**src/rtl/uart_pkg.sv**
```systemverilog
// Shared UART definitions.
//   uart_rx_state_t : receiver FSM state encoding.
//   calc_div()      : clock cycles per bit, rounded to nearest. The transmitter
//                     uses this function too, so both sides agree on bit timing.
package uart_pkg;

    typedef enum logic [2:0] {
        StIdle,
        StStart,
        StData,
        StStop,
        StBreak
    } uart_rx_state_t;

    function automatic int unsigned calc_div(input int unsigned clk_hz,
                                             input int unsigned baud);
        return (clk_hz + baud / 2) / baud;
    endfunction

endpackage

```
**src/rtl/uart_rx_fifo.sv**
```systemverilog
// Receive byte buffer, first-word fall-through.
// Ports:
//   clk_sys, reset_n : clock, synchronous active-low reset
//   push_i           : write push_data_i; ignored when full unless pop_i is
//                      accepted in the same cycle
//   push_data_i[7:0] : byte to store
//   pop_i            : drop the head byte; ignored when empty
//   full_o, empty_o  : occupancy flags
//   count_o          : bytes held, 0..DEPTH
//   head_o[7:0]      : head byte, 8'h00 when empty
// DEPTH may be 1 (single holding register) or a power of two.
module uart_rx_fifo #(
    parameter  int unsigned DEPTH = 16,
    localparam int unsigned CNT_W = $clog2(DEPTH) + 1
) (
    input  logic             clk_sys,
    input  logic             reset_n,
    input  logic             push_i,
    input  logic [7:0]       push_data_i,
    input  logic             pop_i,
    output logic             full_o,
    output logic             empty_o,
    output logic [CNT_W-1:0] count_o,
    output logic [7:0]       head_o
);

    localparam int unsigned PTR_W = (DEPTH > 1) ? $clog2(DEPTH) : 1;
    localparam logic [PTR_W-1:0] PTR_LAST = PTR_W'(DEPTH - 1);

    logic [7:0]       mem_q [DEPTH];
    logic [PTR_W-1:0] wr_ptr_q, wr_ptr_d;
    logic [PTR_W-1:0] rd_ptr_q, rd_ptr_d;
    logic [CNT_W-1:0] count_q, count_d;
    logic             do_push, do_pop;

    assign full_o  = (count_q == CNT_W'(DEPTH));
    assign empty_o = (count_q == '0);
    assign count_o = count_q;
    assign head_o  = empty_o ? 8'h00 : mem_q[rd_ptr_q];

    // A pop frees the head slot in the same cycle, so a push into a full
    // buffer is accepted when it coincides with a pop.
    assign do_pop  = pop_i & ~empty_o;
    assign do_push = push_i & (~full_o | do_pop);

    always_comb begin
        wr_ptr_d = wr_ptr_q;
        rd_ptr_d = rd_ptr_q;
        count_d  = count_q;
        if (do_push) begin
            wr_ptr_d = (wr_ptr_q == PTR_LAST) ? '0 : wr_ptr_q + PTR_W'(1);
        end
        if (do_pop) begin
            rd_ptr_d = (rd_ptr_q == PTR_LAST) ? '0 : rd_ptr_q + PTR_W'(1);
        end
        if (do_push && !do_pop) begin
            count_d = count_q + CNT_W'(1);
        end else if (do_pop && !do_push) begin
            count_d = count_q - CNT_W'(1);
        end
    end

    always_ff @(posedge clk_sys) begin
        if (!reset_n) begin
            wr_ptr_q <= '0;
            rd_ptr_q <= '0;
            count_q  <= '0;
        end else begin
            wr_ptr_q <= wr_ptr_d;
            rd_ptr_q <= rd_ptr_d;
            count_q  <= count_d;
        end
    end

    // Storage needs no reset: head_o is masked while empty.
    always_ff @(posedge clk_sys) begin
        if (do_push) begin
            mem_q[wr_ptr_q] <= push_data_i;
        end
    end

endmodule

```
**src/rtl/uart_rx.sv**
```systemverilog
// UART receiver, 8N1, LSB first, with receive buffer and sticky error flags.
// Build option: define UART_RX_FIFO_EN for a FIFO_DEPTH-entry buffer; without
// it the buffer is a single holding register and FIFO_DEPTH is only
// range-checked.
// Ports:
//   clk_sys, reset_n  : clock, synchronous active-low reset
//   uart_rx_i         : asynchronous serial line, idle high
//   rd_strobe_i       : pop the head byte (ignored when empty)
//   clr_err_i         : clear sticky flags; a same-cycle set event wins
//   data_o[7:0]       : head byte, 8'h00 when empty
//   valid_o           : buffer non-empty
//   count_o           : bytes buffered
//   overrun_o         : sticky, byte dropped on a full buffer
//   framing_err_o     : sticky, stop bit sampled low
module uart_rx
    import uart_pkg::*;
#(
    parameter  int unsigned CLK_FREQ_HZ = 25_000_000,
    parameter  int unsigned BAUDRATE    = 115_200,
    parameter  int unsigned FIFO_DEPTH  = 16,
`ifdef UART_RX_FIFO_EN
    localparam int unsigned BUF_DEPTH   = FIFO_DEPTH,
`else
    localparam int unsigned BUF_DEPTH   = 1,
`endif
    localparam int unsigned CNT_W       = $clog2(BUF_DEPTH) + 1
) (
    input  logic             clk_sys,
    input  logic             reset_n,
    input  logic             uart_rx_i,
    input  logic             rd_strobe_i,
    input  logic             clr_err_i,
    output logic [7:0]       data_o,
    output logic             valid_o,
    output logic [CNT_W-1:0] count_o,
    output logic             overrun_o,
    output logic             framing_err_o
);

    localparam int unsigned DIV   = calc_div(CLK_FREQ_HZ, BAUDRATE);
    localparam int unsigned TMR_W = $clog2(DIV);

    if (DIV < 4) begin : g_div_check
        $error("uart_rx: CLK_FREQ_HZ/BAUDRATE must round to at least 4");
    end

    if (FIFO_DEPTH < 2 || FIFO_DEPTH > 256 || (FIFO_DEPTH & (FIFO_DEPTH - 1)) != 0)
    begin : g_depth_check
        $error("uart_rx: FIFO_DEPTH must be a power of two in 2..256");
    end

    uart_rx_state_t   state_q, state_d;
    logic             rx_meta_q, rx_s_q;
    logic             rx_prev_q, rx_prev_d;
    logic [1:0]       settle_q, settle_d;
    logic [TMR_W-1:0] tmr_q, tmr_d;
    logic [2:0]       bit_idx_q, bit_idx_d;
    logic [7:0]       shreg_q, shreg_d;
    logic             push_q, push_d;
    logic             overrun_q, overrun_d;
    logic             framing_q, framing_d;
    logic             frame_err_evt, overrun_evt;
    logic             settled, start_edge;
    logic             buf_full, buf_empty;

    // The synchronizer is preset high, so for two cycles after reset rx_s_q
    // does not reflect the line. Edge detection stays disarmed until real
    // samples arrive; a line held low through reset is then never a start.
    assign settled    = (settle_q == 2'd2);
    assign start_edge = rx_prev_q & ~rx_s_q;

    always_comb begin
        settle_d      = settled ? settle_q : settle_q + 2'd1;
        rx_prev_d     = settled ? rx_s_q : 1'b0;
        state_d       = state_q;
        tmr_d         = tmr_q;
        bit_idx_d     = bit_idx_q;
        shreg_d       = shreg_q;
        push_d        = 1'b0;
        frame_err_evt = 1'b0;

        unique case (state_q)
            StIdle: begin
                if (start_edge) begin
                    tmr_d   = TMR_W'(DIV / 2 - 1);
                    state_d = StStart;
                end
            end
            StStart: begin
                if (tmr_q == '0) begin
                    if (!rx_s_q) begin
                        tmr_d     = TMR_W'(DIV - 1);
                        bit_idx_d = 3'd0;
                        state_d   = StData;
                    end else begin
                        state_d = StIdle;
                    end
                end else begin
                    tmr_d = tmr_q - TMR_W'(1);
                end
            end
            StData: begin
                if (tmr_q == '0) begin
                    shreg_d[bit_idx_q] = rx_s_q;
                    tmr_d              = TMR_W'(DIV - 1);
                    if (bit_idx_q == 3'd7) begin
                        state_d = StStop;
                    end else begin
                        bit_idx_d = bit_idx_q + 3'd1;
                    end
                end else begin
                    tmr_d = tmr_q - TMR_W'(1);
                end
            end
            StStop: begin
                if (tmr_q == '0) begin
                    if (rx_s_q) begin
                        push_d  = 1'b1;
                        state_d = StIdle;
                    end else begin
                        frame_err_evt = 1'b1;
                        state_d       = StBreak;
                    end
                end else begin
                    tmr_d = tmr_q - TMR_W'(1);
                end
            end
            StBreak: begin
                if (rx_s_q) begin
                    state_d = StIdle;
                end
            end
            default: state_d = StIdle;
        endcase
    end

    // Mirrors the buffer's accept rule: a drop happens only when full and
    // no pop is accepted in the same cycle.
    assign overrun_evt = push_q & buf_full & ~rd_strobe_i;

    always_comb begin
        overrun_d = (overrun_q & ~clr_err_i) | overrun_evt;
        framing_d = (framing_q & ~clr_err_i) | frame_err_evt;
    end

    always_ff @(posedge clk_sys) begin
        if (!reset_n) begin
            rx_meta_q <= 1'b1;
            rx_s_q    <= 1'b1;
            rx_prev_q <= 1'b0;
            settle_q  <= 2'd0;
            state_q   <= StIdle;
            tmr_q     <= '0;
            bit_idx_q <= '0;
            shreg_q   <= '0;
            push_q    <= 1'b0;
            overrun_q <= 1'b0;
            framing_q <= 1'b0;
        end else begin
            rx_meta_q <= uart_rx_i;
            rx_s_q    <= rx_meta_q;
            rx_prev_q <= rx_prev_d;
            settle_q  <= settle_d;
            state_q   <= state_d;
            tmr_q     <= tmr_d;
            bit_idx_q <= bit_idx_d;
            shreg_q   <= shreg_d;
            push_q    <= push_d;
            overrun_q <= overrun_d;
            framing_q <= framing_d;
        end
    end

    uart_rx_fifo #(
        .DEPTH (BUF_DEPTH)
    ) u_fifo (
        .clk_sys     (clk_sys),
        .reset_n     (reset_n),
        .push_i      (push_q),
        .push_data_i (shreg_q),
        .pop_i       (rd_strobe_i),
        .full_o      (buf_full),
        .empty_o     (buf_empty),
        .count_o     (count_o),
        .head_o      (data_o)
    );

    assign valid_o       = ~buf_empty;
    assign overrun_o     = overrun_q;
    assign framing_err_o = framing_q;

endmodule
```
**config.mk**
```make
export PLATFORM = sky130hd
export DESIGN_NAME = uart_rx
export DESIGN_NICKNAME = d
export VERILOG_FILES = /design/src/rtl/uart_pkg.sv /design/src/rtl/uart_rx_fifo.sv /design/src/rtl/uart_rx.sv
export SDC_FILE = /design/constraint.sdc
export NUM_CORES = 1
export LEC_CHECK = 0
export CAP_MARGIN = 10
export CORE_MARGIN = 2
export CORE_UTILIZATION = 60
export CTS_CLUSTER_DIAMETER = 40
export CTS_CLUSTER_SIZE = 40
export DETAILED_ROUTE_END_ITERATION = 7
export PLACE_DENSITY = 0.81
export RECOVER_POWER = 50
export SKIP_CTS_REPAIR_TIMING = 1
export SYNTH_ARGS = -nofsm -noshare
export SYNTH_HDL_FRONTEND = slang
export SYNTH_SLANG_ARGS = --single-unit
```
**constraint.sdc**
```tcl
create_clock -name clk_sys -period 2.7 [get_ports clk_sys]
set_input_delay 0.54 -clock clk_sys [delete_from_list [all_inputs] [get_ports clk_sys]]
set_output_delay 0.54 -clock clk_sys [all_outputs]
set_load 0.02 [all_outputs]
```
# ---- Word level (Yosys, flattened, before mapping)
# Memories as Yosys holds them, arrays and structs flattened.
# Cells that the tools add are included.
# Widths: inputs -> output; s select.
dict set report classes {
  add_sub_neg 5
  magnitude_cmp 2
  eq_ne 16
  n_mux 32
  bitwise_logic 14
  n_reduce_logical 16
}
# op n
set ops {}
lappend ops {{$mux 8} 6}
lappend ops {{$mux 3} 11}
lappend ops {{$pmux 8 s4} 1}
lappend ops {{$ne 2x2->1 const B} 9}
lappend ops {{$pmux 3 s5} 1}
lappend ops {{$mux 1} 9}
lappend ops {{$bwmux 8} 1}
lappend ops {{$logic_not 8->1} 1}
lappend ops {{$sub 8x1->8 const B} 1}
lappend ops {{$and 1x1->1} 7}
lappend ops {{$eq 3x2->1 const B} 2}
lappend ops {{$eq 3x3->1 const B} 2}
lappend ops {{$pmux 3 s2} 1}
lappend ops {{$reduce_and 6->1} 1}
lappend ops {{$reduce_and 5->1} 1}
lappend ops {{$lt 3x4->1 const B} 1}
lappend ops {{$not 1->1} 4}
lappend ops {{$reduce_and 2->1} 2}
lappend ops {{$reduce_and 4->1} 1}
lappend ops {{$reduce_bool 2->1} 2}
lappend ops {{$reduce_bool 4->1} 1}
lappend ops {{$add 3x1->3 const B} 1}
lappend ops {{$demux 1 s3} 1}
lappend ops {{$eq 3x1->1 const B} 1}
lappend ops {{12 further kinds} 17}
dict set report word_totals {
  reg_bits 31
  mem_bits_rw 8
  inputBits 5
  output_inout_bits 12
  memories 1
}
# memory depth width read_ports rd_clocked_by_memory_dff write_ports line
set memory_table {}
lappend memory_table {u_fifo.mem_q 1 8 1 0 1 uart_rx_fifo.sv:30} ;# logic [7:0] mem_q [DEPTH];

# ---- Logic depth before layout (Yosys ltp)
dict set report logic_depth {
  word_depth 7
  mapped_depth 7
  mapped_depth_nobuf 6
}

# ---- Cells and area by module
# Synthesis repeated with hierarchy kept, for this count alone.
dict set report hier_totals {
  cells_unflattened 197
  area_unflattened_um2 1876.8
}
# module instances cells_per_inst area_each_um2 seq_area_each_um2
set modules_own_cells {}
lappend modules_own_cells {uart_rx 1 175 1534.0 600.6}
lappend modules_own_cells {uart_rx_fifo 1 22 342.8 260.2}

# ---- Worst setup path before layout
# Ideal clock, no wire load.
dict set report synth_timing {
  kind {flip-flop to flip-flop}
  startpoint {reg tmr_q[0]}
  endpoint {reg tmr_q[1]}
  setup_ps 119
  t_arrival_ps 1756
  required_time_ps 2581
  setup_slack_ps 825
  stages_incl_launch_ff 8
  n_path_buf 1
  path_cell_list {dfxtp_1 inv_1 ha_1 or4b_1 buf_6 o31ai_4 a211oi_1 o221a_2}
}
dict set report synth_via {
  elab_chain_len 3
  word_cells_on_any_way 9
  cone_classes {add/sub (1); eq/ne (2); mux (4); reduce/logical (2)}
}
# element line
set synth_lines {}
lappend synth_lines {{start: declaration} uart_rx.sv:56} ;# logic [TMR_W-1:0] tmr_q, tmr_d;
lappend synth_lines {{start signal: assignment} uart_rx.sv:165} ;# tmr_q <= tmr_d;
lappend synth_lines {{$sub 8x1->8 / $logic_not 8->1 (equally long branches)} n/a}
lappend synth_lines {{$mux 8 (tied with other cells)} uart_rx.sv:116} ;# if (tmr_q == '0) begin
lappend synth_lines {{$pmux 8 s4 / $reduce_and 4->1 (equally long branches)} n/a}
# Several ways; a longest one is shown, not always the timed one. The select of a mux whose other input is x is not followed.
# A chain may end at the register's enable or synchronous reset.

==> impl_metrics.env <==
export IMPL_via_per_inst=5.98
export IMPL_fin_hold_ws_ns=0.431
export IMPL_synth_edf_count=8
export IMPL_io_pins=17
export IMPL_yosys_most_used_dff="dfxtp_1"
export IMPL_crit_path_max_fanout=24
export IMPL_ant_nets=0
export IMPL_clk_path_buf_depth=2
export IMPL_fin_util_pct=67.3
export IMPL_syn_num_nets=219
export IMPL_ys_async_sr_fraction_pct=0
export IMPL_vias=1579
export IMPL_die_area_um2=3890
export IMPL_synth_top_cell_area_share_pct=30.3
export IMPL_wl_mm=3.92
export IMPL_netlist_area_um2=2050
export IMPL_min_path_type="flop to flop"
export IMPL_dp_final_hpwl_mm=2.82
export IMPL_cts_root_buffer_cell="clkbuf_4"
export IMPL_gp_congestion=0.868
export IMPL_track_usage_pct=22.4
export IMPL_min_period_ns=2.31
export IMPL_seq_area_frac_synth_pct=42.1
export IMPL_drt_iter0_markers=107
export IMPL_syn_inst=209
export IMPL_total_power_mw=2.11
export IMPL_crit_buf_inv=2
export IMPL_grt_start_max_net_pins=25
export IMPL_yosys_area_top_type="dfxtp_1"
export IMPL_critical_path_top_delay_family="buffers and inverters"
export IMPL_die_h_um=62.4
export IMPL_die_w_um=62.4
export IMPL_num_antenna_cells=0
export IMPL_ys_types=62
export IMPL_yosysWarnings=0
export IMPL_worst_pin_slew_ns=1.01
export IMPL_cp_arrival_ns=2.56
export IMPL_finalSetupViolCount=0
export IMPL_start_kind="primary input"
export IMPL_synthTopCellsByArea="dfxtp_1 30%, edfxtp_1 12%, mux2i_1 3.4%"
export IMPL_ctsHtreeMaxLevel=2
export IMPL_ir_worst_vdd_uv=576
export IMPL_rsz0062_at_grt="false"
export IMPL_wl_per_cell_um=14.8
export IMPL_syn_to_final_growth_pct=8.99
export IMPL_cap_violations=0
export IMPL_p_leak_nw=0.764
export IMPL_critPathMaxStageDelay_ns=0.75
export IMPL_grt_pass1_vias=1538
export IMPL_skew_ns=0.0131
export IMPL_cts_made_buffers=5
export IMPL_gr_total_overflow=0
export IMPL_synth_seq_cells=39
export IMPL_cp_end_kind="flop"
export IMPL_cp_required_ns=2.95
export IMPL_slowest_stage="clkbuf_1"
export IMPL_antenna_found_initial=0
export IMPL_nets=227
export IMPL_drc_errors=0
export IMPL_crit_path_cell_trace="clkdlybuf4s50_1, clkbuf_1, nand2_1, o41ai_1"
export IMPL_slew_headroom_pct=32.9
export IMPL_synth_avg_cell_area_um2=9.79
export IMPL_clk_latency_ns=0.35
export IMPL_powerDensity_nw_per_um2=945
export IMPL_drive_gt1_share_pct=11.0
export IMPL_fmax_mhz=433
export IMPL_finalSetupTns_ns=0
export IMPL_dr_pass1_iters=4
export IMPL_tritoncts="built"
export IMPL_core_region_area_um2=3310
export IMPL_slew_viol_final=0
export IMPL_dp_slack_ns=0.513
export IMPL_initial_core_util_pct=61.8
export IMPL_status="finished, final reports clean"
export IMPL_path_class="primary input to flop"
export IMPL_final_hold_viol_count=0
export IMPL_io_buffers=16
export IMPL_rows=21
export IMPL_cts_sinks=39
export IMPL_fin_ws_ns=0.391
export IMPL_path_clk_slew_ns=0.12
export IMPL_grt_pass1_wl_mm=6.96
export IMPL_period_share_pct=85.5
-- layout make-up --
class	instances	area [µm²]
clock buffers	5	37.5
well taps	46	57.6
fillers	290	1080
multi-input cells	148	1070
clock inverters	3	20.0
flip-flops and latches	39	861
inverters	6	22.5
repair buffers	17	164
-- worst register-to-register path: stages, from the launching register on --
cell and delay, ns:
dfxtp_1 0.37, inv_1 0.10, ha_1 0.19, or4b_1 0.71, nor3_4 0.37, nor2_1 0.13
o221a_2 0.27
-- flip-flops by register name, indices dropped and copies added (netlist names) --
signal / flops
bit_idx_q: 3
framing_err_o: 1
overrun_o: 1
push_q: 1
rx_meta_q: 1
rx_prev_q: 1
rx_s_q: 1
settle_q: 2
shreg_q: 8
state_q: 3
tmr_q: 8
u_fifo.count_o: 1
u_fifo.mem_q: 8
-- routing by layer --
layer	part of all wire, %	track usage, %	vias to the layer above	routed length (µm)
li1	-	-	786	-
met1	46	29.5	735	1810
met2	45	34.6	49	1780
met3	5.5	5.59	9	216
met4	2.7	11.1	0	106
met5	0	0	-	0
-- Yosys cell counts, drive strengths merged (2+ instances only) --
cell type  count
a211oi         4
a21oi         11
and2           8
buf            8
clkbuf         8
dfxtp         31
edfxtp         8
ha             5
inv            6
mux2i          7
nand2         14
nand2b         7
nand3          6
nand3b         2
nor2          15
nor2b          4
nor3           9
nor3b          5
nor4           2
nor4b          2
o2111ai        2
o21a           2
o21ai          5
o21bai         2
o221a          3
o311ai         2
o31ai          5
o41ai          2
or2            2
or3            2
or4b           2
-- logic make-up (layout without fill, tap and decap cells) --
kind of cell	count (synthesis)	after routing	synth area share, %
and+or+nand+nor	86	86	25.6
adders and majority gates	5	5	3.06
buffers and inverters	22	31	5.75
AOI/OAI and AO/OA	48	48	19.3
DFF	39	39	42.1
xor gates and xnor gates	2	2	0.856
muxes	7	7	3.43
-- layout by cell type (no fill, tap or decap), types with 3 or more instances in the layout --
cell and n:
clkbuf_4 5, nand2_1 14, nor2_1 15, inv_1 6
a211oi_1 4, mux2i_1 7, nor3b_1 5, o31ai_1 3
dlygate4sd3_1 4, dfxtp_1 31, and2_1 8, edfxtp_1 8
nor2b_1 4, ha_1 5, nand2b_1 7, o21ai_0 3
nand3_1 6, clkdlybuf4s50_1 12, nor3_1 7, a21oi_1 11
-- power by group --
group | internal (mW) | total, mW | switching (mW)
logic | 0.333 | 0.970 | 0.637
registers | 0.678 | 0.835 | 0.157
clock network | 0.0999 | 0.300 | 0.201
-- path summary, 6_finish.rpt --
| path | startpoint | endpoint | slack [ns] | cells past startpoint |
|---|---|---|---|---|
| min reg2reg | rx_meta_q$_SDFF_PN1_ | rx_s_q$_SDFF_PN1_ | 0.43 | 1 |
| max | reset_n | shreg_q[1]$_SDFFE_PN0P_ | 0.39 | 4 |
| min | rx_meta_q$_SDFF_PN1_ | rx_s_q$_SDFF_PN1_ | 0.43 | 1 |
| max reg2reg | tmr_q[0]$_SDFFE_PN0P_ | tmr_q[1]$_SDFFE_PN0P_ | 0.47 | 6 |
-- per-stage QoR --
step	instances	area, µm²
after floorplan	209	2050
after global placement	256	2180
after detailed placement	256	2180
after CTS	264	2230
after global routing	264	2230
final	264	2230
Power figures use the tool's default switching activity.
